`src/rtl/benes_route_sequencer_pkg.sv`:
```
// Shared sizing, switch-configuration word type and sequencer states for the
// Benes route sequencer.
package benes_route_sequencer_pkg;

    localparam int unsigned PORT_NUM    = 32;
    localparam int unsigned SWITCH_NUM  = PORT_NUM / 2;
    localparam int unsigned STAGE_NUM   = 2 * $clog2(PORT_NUM) - 1;
    localparam int unsigned CFG_DEPTH   = 16;
    localparam int unsigned ADDR_W      = $clog2(CFG_DEPTH);
    localparam int unsigned LEN_W       = 8;
    localparam int unsigned NET_LATENCY = 8;
    localparam int unsigned OUT_LAT     = NET_LATENCY + 2;

    function automatic int unsigned cfg_w(input int unsigned port_num);
        return (2 * $clog2(port_num) - 1) * (port_num / 2);
    endfunction

    localparam int unsigned CFG_W = cfg_w(PORT_NUM);

    typedef logic [0:STAGE_NUM-1][0:SWITCH_NUM-1] sw_cfg_t;

    typedef enum logic [1:0] {
        IDLE,
        ISSUE,
        DRAIN,
        DONE
    } seq_state_e;

endpackage

```
`src/rtl/benes_route_sequencer_cfg_table.sv`:
```
// Dual-word switch configuration table: one write port selecting the word,
// one registered read port returning both words of an entry.
module benes_cfg_table
    import benes_route_sequencer_pkg::*;
(
    input  logic              CLK,
    input  logic              RST,
    input  logic              I_WE,
    input  logic              I_SEL,
    input  logic [ADDR_W-1:0] I_WADDR,
    input  sw_cfg_t           I_WDATA,
    input  logic              I_RE,
    input  logic [ADDR_W-1:0] I_RADDR,
    output sw_cfg_t           O_MODULE_WORD,
    output sw_cfg_t           O_SLOT_WORD
);

    sw_cfg_t module_mem [CFG_DEPTH];
    sw_cfg_t slot_mem   [CFG_DEPTH];

    always_ff @(posedge CLK) begin
        if (I_WE) begin
            if (!I_SEL) begin
                module_mem[I_WADDR] <= I_WDATA;
            end else begin
                slot_mem[I_WADDR] <= I_WDATA;
            end
        end
    end

    // Read words only advance on a read, so the switch settings hold across stalls.
    always_ff @(posedge CLK or posedge RST) begin
        if (RST) begin
            O_MODULE_WORD <= '0;
            O_SLOT_WORD   <= '0;
        end else if (I_RE) begin
            O_MODULE_WORD <= module_mem[I_RADDR];
            O_SLOT_WORD   <= slot_mem[I_RADDR];
        end
    end

endmodule

```
`src/rtl/benes_route_sequencer.sv`:
```
// Plays consecutive pre-computed switch configurations onto the dual Benes
// interconnect and tracks results through the fabric latency.
module benes_route_sequencer
    import benes_route_sequencer_pkg::*;
(
    input  logic                                  CLK,
    input  logic                                  RST,
    input  logic                                  I_CFG_WE,
    input  logic                                  I_CFG_SEL,
    input  logic [ADDR_W-1:0]                     I_CFG_ADDR,
    input  logic [0:STAGE_NUM-1][0:SWITCH_NUM-1]  I_CFG_DATA,
    input  logic                                  I_CMD_VALID,
    output logic                                  O_CMD_READY,
    input  logic [ADDR_W-1:0]                     I_CMD_BASE,
    input  logic [LEN_W-1:0]                      I_CMD_LEN,
    input  logic                                  I_STALL,
    output logic [0:STAGE_NUM-1][0:SWITCH_NUM-1]  O_MODULE_SELECT,
    output logic [0:STAGE_NUM-1][0:SWITCH_NUM-1]  O_SLOT_SELECT,
    output logic                                  O_ISSUE_VALID,
    output logic [ADDR_W-1:0]                     O_ISSUE_IDX,
    output logic                                  O_RESULT_VALID,
    output logic                                  O_BUSY,
    output logic                                  O_DONE
);

    seq_state_e          state_q, state_d;
    logic [ADDR_W-1:0]   ptr_q;
    logic [ADDR_W-1:0]   issue_idx_q;
    logic [LEN_W-1:0]    remain_q;
    logic                issue_valid_q;
    logic [OUT_LAT-1:0]  valid_sr_q;
    logic                cmd_accept;
    logic                issue_fire;
    logic                pipe_empty;

    benes_cfg_table u_cfg_table (
        .CLK           (CLK),
        .RST           (RST),
        .I_WE          (I_CFG_WE),
        .I_SEL         (I_CFG_SEL),
        .I_WADDR       (I_CFG_ADDR),
        .I_WDATA       (I_CFG_DATA),
        .I_RE          (issue_fire),
        .I_RADDR       (ptr_q),
        .O_MODULE_WORD (O_MODULE_SELECT),
        .O_SLOT_WORD   (O_SLOT_SELECT)
    );

    assign issue_fire = (state_q == ISSUE) && !I_STALL;
    // Empty once the last result is in the final tap: DONE follows that cycle.
    assign pipe_empty = !issue_valid_q && (valid_sr_q[OUT_LAT-2:0] == '0);

    always_comb begin
        state_d    = state_q;
        cmd_accept = 1'b0;
        unique case (state_q)
            IDLE: begin
                if (I_CMD_VALID) begin
                    cmd_accept = 1'b1;
                    state_d    = (I_CMD_LEN == '0) ? DONE : ISSUE;
                end
            end
            ISSUE: begin
                if (issue_fire && (remain_q == LEN_W'(1))) begin
                    state_d = DRAIN;
                end
            end
            DRAIN: begin
                if (pipe_empty) begin
                    state_d = DONE;
                end
            end
            DONE:    state_d = IDLE;
            default: state_d = IDLE;
        endcase
    end

    always_ff @(posedge CLK or posedge RST) begin
        if (RST) begin
            state_q       <= IDLE;
            ptr_q         <= '0;
            remain_q      <= '0;
            issue_valid_q <= 1'b0;
            issue_idx_q   <= '0;
            valid_sr_q    <= '0;
        end else begin
            state_q       <= state_d;
            issue_valid_q <= issue_fire;
            valid_sr_q    <= {valid_sr_q[OUT_LAT-2:0], issue_valid_q};
            if (cmd_accept) begin
                ptr_q    <= I_CMD_BASE;
                remain_q <= I_CMD_LEN;
            end else if (issue_fire) begin
                ptr_q       <= ptr_q + 1'b1;
                remain_q    <= remain_q - 1'b1;
                issue_idx_q <= ptr_q;
            end
        end
    end

    assign O_CMD_READY    = (state_q == IDLE);
    assign O_BUSY         = (state_q != IDLE);
    assign O_DONE         = (state_q == DONE);
    assign O_ISSUE_VALID  = issue_valid_q;
    assign O_ISSUE_IDX    = issue_idx_q;
    assign O_RESULT_VALID = valid_sr_q[OUT_LAT-1];

endmodule

```
`config.mk`:
```
export PLATFORM = sky130hd
export DESIGN_NAME = benes_route_sequencer
export DESIGN_NICKNAME = d
export VERILOG_FILES = /design/src/rtl/benes_route_sequencer_pkg.sv /design/src/rtl/benes_route_sequencer_cfg_table.sv /design/src/rtl/benes_route_sequencer.sv
export SDC_FILE = /design/constraint.sdc
export NUM_CORES = 2
export LEC_CHECK = 0
export BUFFER_PORTS_ARGS = -buffer_cell sky130_fd_sc_hd__buf_2
export CORE_MARGIN = 2
export CORE_UTILIZATION = 50
export DETAILED_ROUTE_END_ITERATION = 6
export PLACE_DENSITY_LB_ADDON = 0.05
export RECOVER_POWER = 25
export SKIP_CTS_REPAIR_TIMING = 1
export SLEW_MARGIN = 20
export SYNTH_ARGS = -nofsm -noshare
export SYNTH_HDL_FRONTEND = slang
export SYNTH_MEMORY_MAX_BITS = 65536
export SYNTH_SLANG_ARGS = --single-unit
```
`constraint.sdc`:
```
create_clock -name CLK -period 26.9 [get_ports CLK]
set_input_delay 4.035 -clock CLK [delete_from_list [all_inputs] [get_ports CLK]]
set_output_delay 4.035 -clock CLK [all_outputs]
set_load 0.005 [all_outputs]
```
==> out/metrics.yaml <==
global_routing:
  number_of_global_route_vias_before_repair: 99400
  grt_start_max_net_pins: 137
  overflow: 0
  wire_length_of_the_first_global_routing_pass_mm: 761
  antenna_found_initial: 73
  grtUsageTotal_pct: 28.3
place:
  post-place-cells: 15200
  detailedPlacementHpwl_mm: 277
  port_buffers: 462
  globalplace.congestion: 0.773
sta:
  highest_clock_frequency_the_design_can_meet_ghz: 0.121
  grt_setup_unrepaired: "no"
  worst_margin_slew_ns: 5.65
  hold_vio_cnt_final: 0
  fin_crit_ns: 8.27
  timing_max_transition_violations_final: 292
  setup_tns_ns: 0
  setup-violations-final: 0
  slew_headroom_pct: -277
  skew_final_ns: 0.0313
  ratio_of_final_minimum_period_to_clock_period_pct: 30.7
clock_network:
  clk_latency_ns: 1.01
  clk_path_buf_depth: 4
  clock_tree_from_tritoncts: "done"
  htreeDepth: 6
  clock_sink_count: 4925
  clock_root_buffer: "sky130_fd_sc_hd__clkbuf_16"
  numCtsBuffers: 535
  reg_clk_slew_reported_paths_ns: 0.06
outcome:
  failed_checks: "capacitance limit, slew limit"
  outcome: "complete, but fails checks"
final_layout:
  finish.utilization_pct: 56.8
  layout.area.seq_sq_mm: 0.146
  final_layout_size_suffix_gt1_share_pct: 14.3
  layoutNonFillerInstCount: 16200
  layout.cells.most_common: "sky130_fd_sc_hd__edfxtp_1"
  nNetsFinal: 10900
  mostFrequentLayoutCells: "sky130_fd_sc_hd__edfxtp_1 (4,608), sky130_fd_sc_hd__mux2i_1 (1,987), sky130_fd_sc_hd__o22ai_1 (775), sky130_fd_sc_hd__nor2_1 (761), sky130_fd_sc_hd__clkbuf_16 (562)"
  fillers: 28300
  area_growth_pct: 13.4
  multi_input_logic_area_sq_mm: 0.0373
worst_setup_path:
  timing.critical_path.arrival_ns: 9.28
  timing.critical_path.slowest_cell_delay_ns: 3.04
  crit_path_start_kind: "input pin"
  worstSetupStartpoint: "RST"
  cpMaxStageDelayCell: "sky130_fd_sc_hd__clkinvlp_2"
  critical_path_cell_sequence: "buf_2, clkinvlp_2, buf_4, buf_4"
  r2r.worst_path.cells: 10
  ff2ff_setup_slack_ns: 19.24
  critPathCaptureType: "async pin"
  crit-reg2reg-launch: "ptr_q[0]$_DFFE_PP0P_"
  crit_end: "u_cfg_table.O_MODULE_WORD[119]$_DFFE_PP0P_"
  worstSetupPathType: "in2async"
  crit_top_cell: "sky130_fd_sc_hd__buf_4"
  critical_path.max_fanout: 60
  critPathRequiredTime_ns: 27.91
  worst_r2r_end: "u_cfg_table.O_SLOT_WORD[13]$_DFFE_PP0P_"
die:
  design.portCount: 463
  die_x_um: 614
  floorplan.die_area_sq_mm: 0.377
  core_region_area_sq_mm: 0.371
  start_util_pct: 50.1
  chipHeight_um: 614
  num_rows: 224
synth:
  synth_mux_area_share_pct: 13.2
  ys.warnings.count: 0
  yosys.area_share.simple_pct: 3.67
  synthesis.instances: 10100
  synthesis.area_sq_mm: 0.186
  synth_xor_xnor_area_share_pct: 0.0471
  syn_nets: 10300
  synth.avg_cell_area_sq_um: 18.4
  synth.lib_cells_used.distinct: 38
  synth-adder-area-share_pct: 0.0471
  synth_sequential_area_ratio_pct: 78.6
  synth_top_family_by_area: "multiplexers"
  synth_compound_gate_area_share_pct: 2.92
  synth-seq-cells: 4925
route:
  routed_wire_length_per_instance_um: 33.6
  antenna_left: 0
  total_length_of_routed_wires_mm: 544
  detailedRoute.firstIterationViolations: 11100
  via_per_inst: 6.15
  vias: 99500
  detail_route.first_pass.iterations: 5
  drc_errors: 0
job:
  timing.max_cap.violations: 12
power:
  power.static_leakage_nw: 71.4
  worst_ir_drop_vdd_mv: 0.105
  powerDensity_mw_per_mm2: 102
worst_hold_path:
  hold_path_depth: 0
  holdCritStartpoint: "valid_sr_q[3]$_DFF_PP0_"
  hold_class: "reg2reg"
[how the worst min path moves through the flow]
stage | end | slack (ns)
2_1_floorplan | valid_sr_q[3]$_DFF_PP0_ | 0.35
3_3_place_gp | valid_sr_q[2]$_DFF_PP0_ | 0.35
3_5_place_dp | valid_sr_q[7]$_DFF_PP0_ | 0.36
4_1_cts | valid_sr_q[4]$_DFF_PP0_ | 0.38
5_1_grt | valid_sr_q[4]$_DFF_PP0_ | 0.38
6_report | valid_sr_q[4]$_DFF_PP0_ | 0.37
[synthesized netlist by cell type (all sizes together)]
cell    number  area [sq um]
edfxtp    4608        138000
mux2i     1987         19900
nor2       786          2950
o22ai      775          4850
nor3       407          2040
buf        323          1820
dfrtp      317          7930
clkbuf     262           985
nor4       258          1610
mux4       178          4010
mux2        56           631
a21oi       38           190
o32ai       36           315
nand2       20          75.1
o21ai       13          65.1
inv         10          37.5
nand2b       9          56.3
xnor2        8          70.1
ha           7          87.6
nand3        2          10.0
nand3b       2          15.0
nand4b       2          17.5
o41ai        2          17.5
or4          2          15.0
xor2         2          17.5
and2         1          6.26
and3         1          6.26
nand4        1          6.26
nor2b        1          6.26
o211ai       1          7.51
or2          1          6.26
or3          1          6.26
or4b         1          10.0
[state kept, by name (all words and copies together), names as in the netlist]
signal and cells:
valid_sr_q 10, remain_q 8, ptr_q 4, state_q 2
O_ISSUE_VALID 1, u_cfg_table.module_mem 2304, u_cfg_table.slot_mem 2304, O_ISSUE_IDX 4
u_cfg_table.O_SLOT_WORD 144, u_cfg_table.O_MODULE_WORD 144
[worst max-delay path, delay by kind of cell]
| kind | cells | cell delay (ns) |
|---|---|---|
| buffers and inverters | 4 | 5.03 |
[where the power goes]
group	internal [mW]	leakage, nW	switching (mW)
clock network	4.21	8.32	2.92
registers	8.71	45.1	0.455
logic	1.99	18.0	3.15
total	14.9	71.4	6.52
[metal layers]
layer	wire, um	up-vias	track usage [%]
met5	126	-	0
met4	13700	20	6.94
met3	36200	776	3.66
met2	264000	3983	46.5
met1	230000	53000	40.4
li1	-	41700	-
[cells by family (layout without fill, tap and decap cells)]
family                     Yosys count  after routing
AOI/OAI and AO/OA                  865            865
buffers and inverters              595           1649
xor gates and xnor gates            10             10
and+or+nand+nor                   1495           1495
muxes                             2221           2221
other                                0             24
adders and majority gates            7              7
DFF                               4925           4925
[through the flow]
| stage | worst slack [ns] | hold WS, ns | power [mW] | cell area, sq um |
|---|---|---|---|---|
| final | 18.63 | 0.371 | 21.4 | 211000 |
| after global routing | 18.36 | 0.381 | 22.2 | 211000 |
| after CTS | 19.28 | 0.375 | 21.6 | 211000 |
| after detailed placement | 18.39 | 0.361 | 14.5 | 194000 |
| after global placement | 18.46 | 0.355 | 14.5 | 194000 |
| after floorplan | 11.85 | 0.346 | 12.5 | 186000 |
[cell type report]
| cell class | instances | share of cell area, % |
|---|---|---|
| multi-input combinational | 4598 | 17.6 |
| clock buffer | 797 | 7.34 |
| sequential | 4925 | 69.3 |
| inverter | 10 | 0.0219 |
| timing repair buffer | 668 | 1.98 |
| antenna | 24 | 0.0284 |
| tap | 4972 | 2.95 |
| clock inverter | 174 | 0.724 |
Note: power is estimated with default switching activity, not from simulation.
